File: src/rtl/rapid_pkg.sv
// Shared core definitions: datapath width, RV32M op encodings, muldiv FSM states
// and the multiply helper used by the M-extension unit.
package rapid_pkg;
  localparam int XLEN           = 32;
  localparam int DIV_ITERATIONS = XLEN;

  typedef enum logic [2:0] {
    MUL    = 3'd0,
    MULH   = 3'd1,
    MULHSU = 3'd2,
    MULHU  = 3'd3,
    DIV    = 3'd4,
    DIVU   = 3'd5,
    REM    = 3'd6,
    REMU   = 3'd7
  } muldiv_op_e;

  typedef enum logic [1:0] {
    ST_IDLE,
    ST_MUL,
    ST_DIV,
    ST_DONE
  } muldiv_state_e;

  // Operands are widened by one sign/zero bit so a single signed 66-bit product
  // covers the signed, mixed and unsigned variants.
  function automatic logic [XLEN-1:0] mul_result(input logic [2:0] f3,
                                                 input logic [XLEN-1:0] a,
                                                 input logic [XLEN-1:0] b);
    logic [2*XLEN+1:0] pa;
    logic [2*XLEN+1:0] pb;
    logic [2*XLEN+1:0] p;
    logic              sa;
    logic              sb;
    sa = ((f3 == MULH) || (f3 == MULHSU)) && a[XLEN-1];
    sb = (f3 == MULH) && b[XLEN-1];
    pa = {{(XLEN+2){sa}}, a};
    pb = {{(XLEN+2){sb}}, b};
    p  = pa * pb;
    return (f3 == MUL) ? p[XLEN-1:0] : p[2*XLEN-1:XLEN];
  endfunction
endpackage

File: src/rtl/div_iter_core.sv
// Unsigned restoring radix-2 divider; the start edge performs the first of
// DIV_ITERATIONS steps, the remaining ones follow one per cycle.
module div_iter_core
  import rapid_pkg::*;
(
  input  logic            clk,
  input  logic            rst,
  input  logic            start,
  input  logic            abort,
  input  logic [XLEN-1:0] dividend,
  input  logic [XLEN-1:0] divisor,
  output logic            done,
  output logic [XLEN-1:0] quotient,
  output logic [XLEN-1:0] remainder
);
  localparam int CW = $clog2(DIV_ITERATIONS);

  logic [XLEN-1:0] quo_reg, rem_reg, dsr_reg;
  logic [CW-1:0]   cnt_reg;
  logic            active_reg;

  logic [XLEN-1:0] quo_in, rem_in, dsr_in, quo_next, rem_next;
  logic [XLEN:0]   trial;

  always_comb begin
    quo_in = start ? dividend : quo_reg;
    rem_in = start ? '0 : rem_reg;
    dsr_in = start ? divisor : dsr_reg;
    trial  = {rem_in, quo_in[XLEN-1]} - {1'b0, dsr_in};
    // Top bit of trial set means the shifted remainder was smaller: restore.
    if (!trial[XLEN]) begin
      rem_next = trial[XLEN-1:0];
      quo_next = {quo_in[XLEN-2:0], 1'b1};
    end else begin
      rem_next = {rem_in[XLEN-2:0], quo_in[XLEN-1]};
      quo_next = {quo_in[XLEN-2:0], 1'b0};
    end
  end

  always_ff @(posedge clk or posedge rst) begin
    if (rst) begin
      quo_reg    <= '0;
      rem_reg    <= '0;
      dsr_reg    <= '0;
      cnt_reg    <= '0;
      active_reg <= 1'b0;
    end else if (abort) begin
      cnt_reg    <= '0;
      active_reg <= 1'b0;
    end else if (start) begin
      quo_reg    <= quo_next;
      rem_reg    <= rem_next;
      dsr_reg    <= dsr_in;
      cnt_reg    <= CW'(DIV_ITERATIONS - 1);
      active_reg <= 1'b1;
    end else if (active_reg) begin
      if (cnt_reg != '0) begin
        quo_reg <= quo_next;
        rem_reg <= rem_next;
        cnt_reg <= cnt_reg - 1'b1;
      end else begin
        active_reg <= 1'b0;
      end
    end
  end

  assign done      = active_reg && (cnt_reg == '0);
  assign quotient  = quo_reg;
  assign remainder = rem_reg;
endmodule

File: src/rtl/muldiv_unit.sv
// RV32M execute unit: multi-cycle multiply/divide with issue and writeback
// valid/ready handshakes, flush, and busy/pending-rd reporting for hazard stalls.
module muldiv_unit
  import rapid_pkg::*;
#(
  parameter int MUL_LATENCY = 2
) (
  input  logic            i_clk,
  input  logic            i_reset,
  input  logic            i_valid,
  output logic            o_ready,
  input  logic [2:0]      i_funct3,
  input  logic [4:0]      i_rd,
  input  logic [XLEN-1:0] i_rs1_data,
  input  logic [XLEN-1:0] i_rs2_data,
  input  logic            i_flush,
  output logic            o_valid,
  input  logic            i_wb_ready,
  output logic [4:0]      o_rd,
  output logic [XLEN-1:0] o_result,
  output logic            o_busy,
  output logic [4:0]      o_busy_rd
);
  muldiv_state_e   state_reg;
  logic [2:0]      funct3_reg;
  logic [4:0]      rd_reg;
  logic [XLEN-1:0] a_reg, b_reg, result_reg;
  logic            a_neg_reg, b_neg_reg;
  logic [1:0]      mul_cnt_reg;

  logic            accept, is_mul, is_rem, signed_op, in_a_neg, in_b_neg;
  logic            div_by_zero, overflow, div_start, div_done;
  logic [XLEN-1:0] mag_a, mag_b, special_result, quotient, remainder;
  logic [XLEN-1:0] q_fix, r_fix, div_result;

  assign o_ready     = (state_reg == ST_IDLE) && !i_flush;
  assign accept      = i_valid && o_ready;
  assign is_mul      = !i_funct3[2];
  assign is_rem      = i_funct3[1];
  assign signed_op   = (i_funct3 == DIV) || (i_funct3 == REM);
  assign in_a_neg    = signed_op && i_rs1_data[XLEN-1];
  assign in_b_neg    = signed_op && i_rs2_data[XLEN-1];
  assign div_by_zero = (i_rs2_data == '0);
  assign overflow    = signed_op && (i_rs1_data == {1'b1, {(XLEN-1){1'b0}}})
                       && (i_rs2_data == '1);
  assign mag_a       = in_a_neg ? -i_rs1_data : i_rs1_data;
  assign mag_b       = in_b_neg ? -i_rs2_data : i_rs2_data;
  assign div_start   = accept && !is_mul && !div_by_zero && !overflow;

  // Divide-by-zero and signed overflow never reach the iterator.
  assign special_result = div_by_zero ? (is_rem ? i_rs1_data : '1)
                                      : (is_rem ? '0 : {1'b1, {(XLEN-1){1'b0}}});

  assign q_fix      = (a_neg_reg ^ b_neg_reg) ? -quotient : quotient;
  assign r_fix      = a_neg_reg ? -remainder : remainder;
  assign div_result = funct3_reg[1] ? r_fix : q_fix;

  div_iter_core u_div (
    .clk       (i_clk),
    .rst       (i_reset),
    .start     (div_start),
    .abort     (i_flush),
    .dividend  (mag_a),
    .divisor   (mag_b),
    .done      (div_done),
    .quotient  (quotient),
    .remainder (remainder)
  );

  always_ff @(posedge i_clk or posedge i_reset) begin
    if (i_reset) begin
      state_reg   <= ST_IDLE;
      funct3_reg  <= '0;
      rd_reg      <= '0;
      a_reg       <= '0;
      b_reg       <= '0;
      a_neg_reg   <= 1'b0;
      b_neg_reg   <= 1'b0;
      mul_cnt_reg <= '0;
      result_reg  <= '0;
    end else if (i_flush) begin
      state_reg <= ST_IDLE;
    end else begin
      case (state_reg)
        ST_IDLE: if (accept) begin
          funct3_reg <= i_funct3;
          rd_reg     <= i_rd;
          a_reg      <= i_rs1_data;
          b_reg      <= i_rs2_data;
          a_neg_reg  <= in_a_neg;
          b_neg_reg  <= in_b_neg;
          if (is_mul) begin
            if (MUL_LATENCY == 1) begin
              result_reg <= mul_result(i_funct3, i_rs1_data, i_rs2_data);
              state_reg  <= ST_DONE;
            end else begin
              mul_cnt_reg <= 2'(MUL_LATENCY - 2);
              state_reg   <= ST_MUL;
            end
          end else if (div_by_zero || overflow) begin
            result_reg <= special_result;
            state_reg  <= ST_DONE;
          end else begin
            state_reg <= ST_DIV;
          end
        end
        ST_MUL: begin
          if (mul_cnt_reg == '0) begin
            result_reg <= mul_result(funct3_reg, a_reg, b_reg);
            state_reg  <= ST_DONE;
          end else begin
            mul_cnt_reg <= mul_cnt_reg - 1'b1;
          end
        end
        ST_DIV: if (div_done) begin
          result_reg <= div_result;
          state_reg  <= ST_DONE;
        end
        ST_DONE: if (i_wb_ready) state_reg <= ST_IDLE;
        default: state_reg <= ST_IDLE;
      endcase
    end
  end

  assign o_valid   = (state_reg == ST_DONE);
  assign o_busy    = (state_reg != ST_IDLE);
  assign o_busy_rd = o_busy ? rd_reg : 5'd0;
  assign o_rd      = rd_reg;
  assign o_result  = result_reg;
endmodule
File: config.mk
export PLATFORM = sky130hd
export DESIGN_NAME = muldiv_unit
export DESIGN_NICKNAME = d
export VERILOG_FILES = /design/src/rtl/rapid_pkg.sv /design/src/rtl/div_iter_core.sv /design/src/rtl/muldiv_unit.sv
export SDC_FILE = /design/constraint.sdc
export NUM_CORES = 2
export LEC_CHECK = 0
export BUFFER_PORTS_ARGS = -buffer_cell sky130_fd_sc_hd__buf_2
export CAP_MARGIN = 20
export CORE_UTILIZATION = 55
export DETAILED_ROUTE_END_ITERATION = 10
export GPL_ROUTABILITY_DRIVEN = 0
export GPL_TIMING_DRIVEN = 0
export HOLD_SLACK_MARGIN = 0.03
export PLACE_DENSITY_LB_ADDON = 0.3
export REMOVE_ABC_BUFFERS = 1
export SETUP_SLACK_MARGIN = 0.02
export SYNTH_ARGS = -nofsm -noshare
export SYNTH_HDL_FRONTEND = slang
export SYNTH_SLANG_ARGS = --single-unit
File: constraint.sdc
create_clock -name i_clk -period 11.85 [get_ports i_clk]
set_clock_uncertainty 0.1 [all_clocks]
set_input_delay 2.37 -clock i_clk [delete_from_list [all_inputs] [get_ports i_clk]]
set_output_delay 2.37 -clock i_clk [all_outputs]
set_load 0.02 [all_outputs]
Word level (Yosys, flattened, before mapping)
Index checks and enable logic that the tools add are counted.

Input bits: 77. Output and inout bits: 45. Logic and storage cells: 129. Register bits after elaboration: 212.

Bitwise gates (word level): 2. Multipliers: 1. Reductions and logical operators: 38. Mux-type cells: 47. Add/subtract/negate cells: 7. Equal/unequal tests: 20.

Operators by type and width (count): two-way mux 32 bit (24); negation 32 bit (4); one-hot mux 32 bit (3 select lines) (1); == test 32 bit, second input constant (2); multiplier 33 x 33 -> 64 bit (1); subtractor 33 x 32 -> 33 bit (1); zero test 32 bit (1); two-way mux 5 bit (5); two-way mux 2 bit (9); logical AND 1 bit (12); != test 2 bit, second input constant (6); != test 3 bit, second input constant (3); nonzero test 3 bit (3); one-hot mux 2 bit (4 select lines) (1); nonzero test 2 bit (4); AND reduction 7 bit (1); == test 3 bit, second input constant (2); two-way mux 1 bit (6); AND reduction 3 bit (2); zero test 5 bit (1); AND reduction 5 bit (1); nonzero test 5 bit (1); subtractor 5 x 1 -> 5 bit, second input constant (1); == test 2 bit, second input constant (2); other kinds (15) (21).

Depth between registers and ports, before layout
Depth in word-level cells: 12. Depth in mapped cells: 32. Gate-level depth less buffers: 29.

Hierarchy
Synthesis repeated with hierarchy kept, for this count alone.

Cells, all modules: 5988. Area, all modules: 53161.0 um^2.

By module, submodules not included: muldiv_unit (instances 1, sequential area each 2752.6 um^2, area each 46365.7 um^2, cells an instance 5246); div_iter_core (instances 1, sequential area each 2552.4 um^2, area each 6795.3 um^2, cells an instance 742).

Least setup slack after synthesis
No wires, ideal clock.

Path kind: register to register. Start point: register funct3_reg[1]. End point: register result_reg[28], in the netlist o_result[28]. Path buffers: 3. Data required time: 11655 ps. Period minus slack after synthesis: 8308 ps. Library setup time: 95 ps. Data arrival time: 8113 ps. Path slack: 3542 ps. Stages on the path, launching flop included: 31. Cell sequence: dfrtp_1 -> clkbuf_1 -> xnor2_1 -> nor3b_1 -> clkbuf_1 -> nand2_1 -> fa_1 -> fa_1 -> inv_1 -> fa_1 -> inv_1 -> fa_1 -> inv_1 -> fa_1 -> fa_1 -> fa_1 -> inv_1 -> fa_1 -> inv_1 -> ha_1 -> clkbuf_1 -> a21o_1 -> a21o_1 -> a21oi_1 -> o21ai_0 -> a21oi_1 -> o21ai_0 -> a21oi_1 -> o41ai_1 -> xnor2_1 -> o31ai_1.

Word-level cells in the longest chain between the ends: 7. Elaborated cells between the ends (all ways): 12. Classes of those cells: 1 x mul; 2 x eq/ne; 5 x mux; 4 x reduce/logical.

RTL lines: start: declaration (RTL line muldiv_unit.sv:25) `logic [2:0] funct3_reg;`; start signal: assignment (RTL line muldiv_unit.sv:86) `funct3_reg <= i_funct3;`; == test 3 x 1 -> 1 bit / == test 3 x 2 -> 1 bit (equally long branches) (RTL line rapid_pkg.sv:35, rapid_pkg.sv:36); logical OR 1 bit (RTL line rapid_pkg.sv:35) `sa = ((f3 == MULH) || (f3 == MULHSU)) && a[XLEN-1];`; logical AND 1 bit (RTL line rapid_pkg.sv:35); multiplier 33 x 33 -> 64 bit (RTL line rapid_pkg.sv:39) `p = pa * pb;`; two-way mux 32 bit (RTL line rapid_pkg.sv:40) `return (f3 == MUL) ? p[XLEN-1:0] : p[2*XLEN-1:XLEN];`; two-way mux 32 bit (RTL line muldiv_unit.sv:108) `if (mul_cnt_reg == '0) begin`; one-hot mux 32 bit (3 select lines) * (RTL line muldiv_unit.sv:84) `case (state_reg)`; end signal: assignment (RTL line muldiv_unit.sv:94) `result_reg <= mul_result(i_funct3, i_rs1_data, i_rs2_data);`; end signal: assignment (RTL line muldiv_unit.sv:109) `result_reg <= mul_result(funct3_reg, a_reg, b_reg);`; end signal: assignment (RTL line muldiv_unit.sv:116) `result_reg <= div_result;`; end: declaration (RTL line muldiv_unit.sv:27) `logic [XLEN-1:0] a_reg, b_reg, result_reg;`.

Mark *: on every way between the ends. The rest lies on a longest branch, timed or not. The select of a mux whose other input is x is not followed. A chain may end at the register's enable or synchronous reset.

Final worst setup path
Start point: register funct3_reg[1]. End point: register result_reg[27], in the netlist o_result[27].

The elaborated chain is that of the path after synthesis.

==> flow_metrics.env <==
export IMPL_ys_ff_latch=212
export IMPL_yosys_area_top_type="fa_1"
export IMPL_ys_types=80
export IMPL_core_um2=94030
export IMPL_yosys_warnings=0
export IMPL_yosysMostFrequentCell="inv_1"
export IMPL_syn_area_um2=52530
export IMPL_tns_ns=0
export IMPL_root_buffer="clkbuf_16"
export IMPL_antenna_found_initial=5
export IMPL_period_share=0.8729
export IMPL_outcome="complete, no violations"
export IMPL_hpwlAfterDp_um=116700
export IMPL_die_area_um2=96760
export IMPL_cts_tree="built"
export IMPL_grt_overflow=0
export IMPL_cts_buffers=24
export IMPL_synthFlopType="dfrtp_1"
export IMPL_grt_start_max_net_pins=113
export IMPL_portBuffers=121
export IMPL_syn_to_final_growth_pct=6.445
export IMPL_critPathKind="reg2reg"
export IMPL_synth_top_area_frac=0.4291
export IMPL_tightest_slew_ns=1.150
export IMPL_async_flop_share=1.000
export IMPL_antenna_left=0
export IMPL_routedWlPerCell_um=19.71
export IMPL_n_fill_cell=8063
export IMPL_setup_viol_count_final=0
export IMPL_rsz0062_at_grt="no"
export IMPL_io_pin_count=122
export IMPL_drtIter0Drc=3158
export IMPL_grt_pass1_vias=43200
export IMPL_htreeDepth=1
export IMPL_postCtsSetupBuffers=0
export IMPL_slew_limit_headroom=0.2272
export IMPL_fin_crit_ns=10.34
export IMPL_synth_common_cells="inv_1, fa_1, nand2_1"
export IMPL_worstPathArrival_ns=10.69
export IMPL_synth_edf_count=0
export IMPL_instances_no_fill=7145
export IMPL_row_count=112
export IMPL_fmax_mhz=96.68
export IMPL_clkTransAtPathRegs_ns=0.07
export IMPL_cts_sinks=212
export IMPL_ys_seq_area_frac=0.1010
export IMPL_drv_slew=0
export IMPL_via_count=40730
export IMPL_cp_start_kind="flip-flop"
export IMPL_via_per_inst=5.701
export IMPL_die_h_um=311.1
export IMPL_first_pass_iters=5
export IMPL_crit_path_end_kind="flip-flop"
export IMPL_start_util=0.5587
export IMPL_synth_cells=5996
export IMPL_die_w_um=311.1
export IMPL_dp_cells=7094
export IMPL_grt_first_pass_wirelength_um=231100
export IMPL_postLayoutCoreUtil=0.5947
export IMPL_netlist_top_cells_area="fa_1, dfrtp_1, inv_1"
export IMPL_wl_um=140800
export IMPL_required_ns=12.19
export IMPL_drc=0
export IMPL_hold_class="reg2reg"
export IMPL_multi_input_comb_area_um2=41290
export IMPL_seqCellArea_um2=5333
export IMPL_hold_viol=0
export IMPL_cts_resized=0
export IMPL_maxCapViolCount=0
export IMPL_avgSynthCellArea_um2=8.761
export IMPL_drive_above_1_share=0.06028
export IMPL_cts_hold_buf=0
export IMPL_grtUsageTotal=0.3002
export IMPL_worstSkewPairLatency_ns=0.52
export IMPL_worstPathMaxFanout=54
export IMPL_final_nets=7331
export IMPL_cts_buffer_depth=3
-- cell type report --
type	count	area share
clock buffers	33	0.01262
multi-input cells	4202	0.7384
diodes	2	0.00008950
inverters	1246	0.08377
repair buffers	186	0.03938
well taps	1254	0.02806
flip-flops and latches	212	0.09536
clock inverters	10	0.002349
-- cells by family (layout without fill, tap and decap cells) --
family | Yosys count | count (layout) | synth area share
AO/OA/AOI/OAI | 704 | 704 | 0.08327
flip-flops | 212 | 212 | 0.1010
AND/OR/NAND/NOR | 1817 | 1817 | 0.1581
other | 0 | 2 | 0
XOR/XNOR | 213 | 213 | 0.03577
buffers and inverters | 1582 | 1475 | 0.1139
adder cells (fa/ha/maj) | 1382 | 1382 | 0.4901
multiplexers | 86 | 86 | 0.01793
-- metal layers --
| metal | GRT usage | routed length (µm) | vias to the layer above |
|---|---|---|---|
| li1 | - | - | 17890 |
| met1 | 0.3976 | 55590 | 20900 |
| met2 | 0.5061 | 68360 | 1643 |
| met3 | 0.04885 | 11780 | 299 |
| met4 | 0.09259 | 5090 | 4 |
| met5 | 0 | 23 | - |
-- worst paths after layout --
kind / startpoint / end / slack [ns] / cells after the start
setup reg to reg: funct3_reg[1] / o_result[27] / 1.51 / 27
setup / recovery: funct3_reg[1] / o_result[27] / 1.51 / 27
min in group asynchronous: i_reset / a_reg[29] / 1.89 / 2
max in group asynchronous: i_reset / a_reg[5] / 8.66 / 3
hold reg to reg: u_div.dsr_reg[5] / u_div.dsr_reg[5] / 0.36 / 2
hold / removal: u_div.dsr_reg[5] / u_div.dsr_reg[5] / 0.36 / 2
-- per-stage QoR --
stage | instance area, µm² | setup slack [ns] | hold slack (ns)
after global placement | 53400 | -1.548 | 0.3468
after global routing | 55920 | 0.9196 | 0.3921
after floorplan | 51230 | 1.696 | 0.3341
after detailed placement | 54930 | 1.664 | 0.3520
after CTS | 55760 | 1.634 | 0.3647
final | 55920 | 1.507 | 0.3608
-- worst max-delay path: stages, from the launching register on --
cell and delay, ns:
dfrtp_2 0.99, xnor2_1 0.17, nor3b_2 0.59, buf_6 0.25
buf_6 0.19, nand2_1 0.16, fa_1 0.59, fa_1 0.51
inv_1 0.07, fa_1 0.81, inv_1 0.29, fa_1 0.70
inv_1 0.50, fa_1 0.54, fa_1 0.54, fa_1 0.50
inv_1 0.05, fa_1 0.48, inv_1 0.04, ha_1 0.36
nand2_1 0.13, nor3_1 0.45, nand3_1 0.20, nor2_1 0.13
a21oi_1 0.12, xnor2_1 0.46, a21oi_1 0.13, o21ai_1 0.18
-- cells in the final DEF, fill, tap and decap left out, drive strengths merged, types with 18 or more instances in the layout --
master and n:
and2 345, fa 1126, o31ai 39, or3 21
o41ai 21, nor4 18, inv 1245, clkbuf 33
a221oi 18, nand2b 19, nand3 40, dfrtp 212
a21o 37, mux2 65, a211oi 19, or2 22
o21ai 226, a21oi 202, o211ai 32, buf 186
nor2b 21, mux2i 21, xnor2 129, nand2 1049
nor2 172, ha 256, xor2 83, a31oi 24
nor3 41
Power is left out: the tool's default activity adds up to more than one toggle a clock period on the data nets, which glitch-free logic cannot reach.
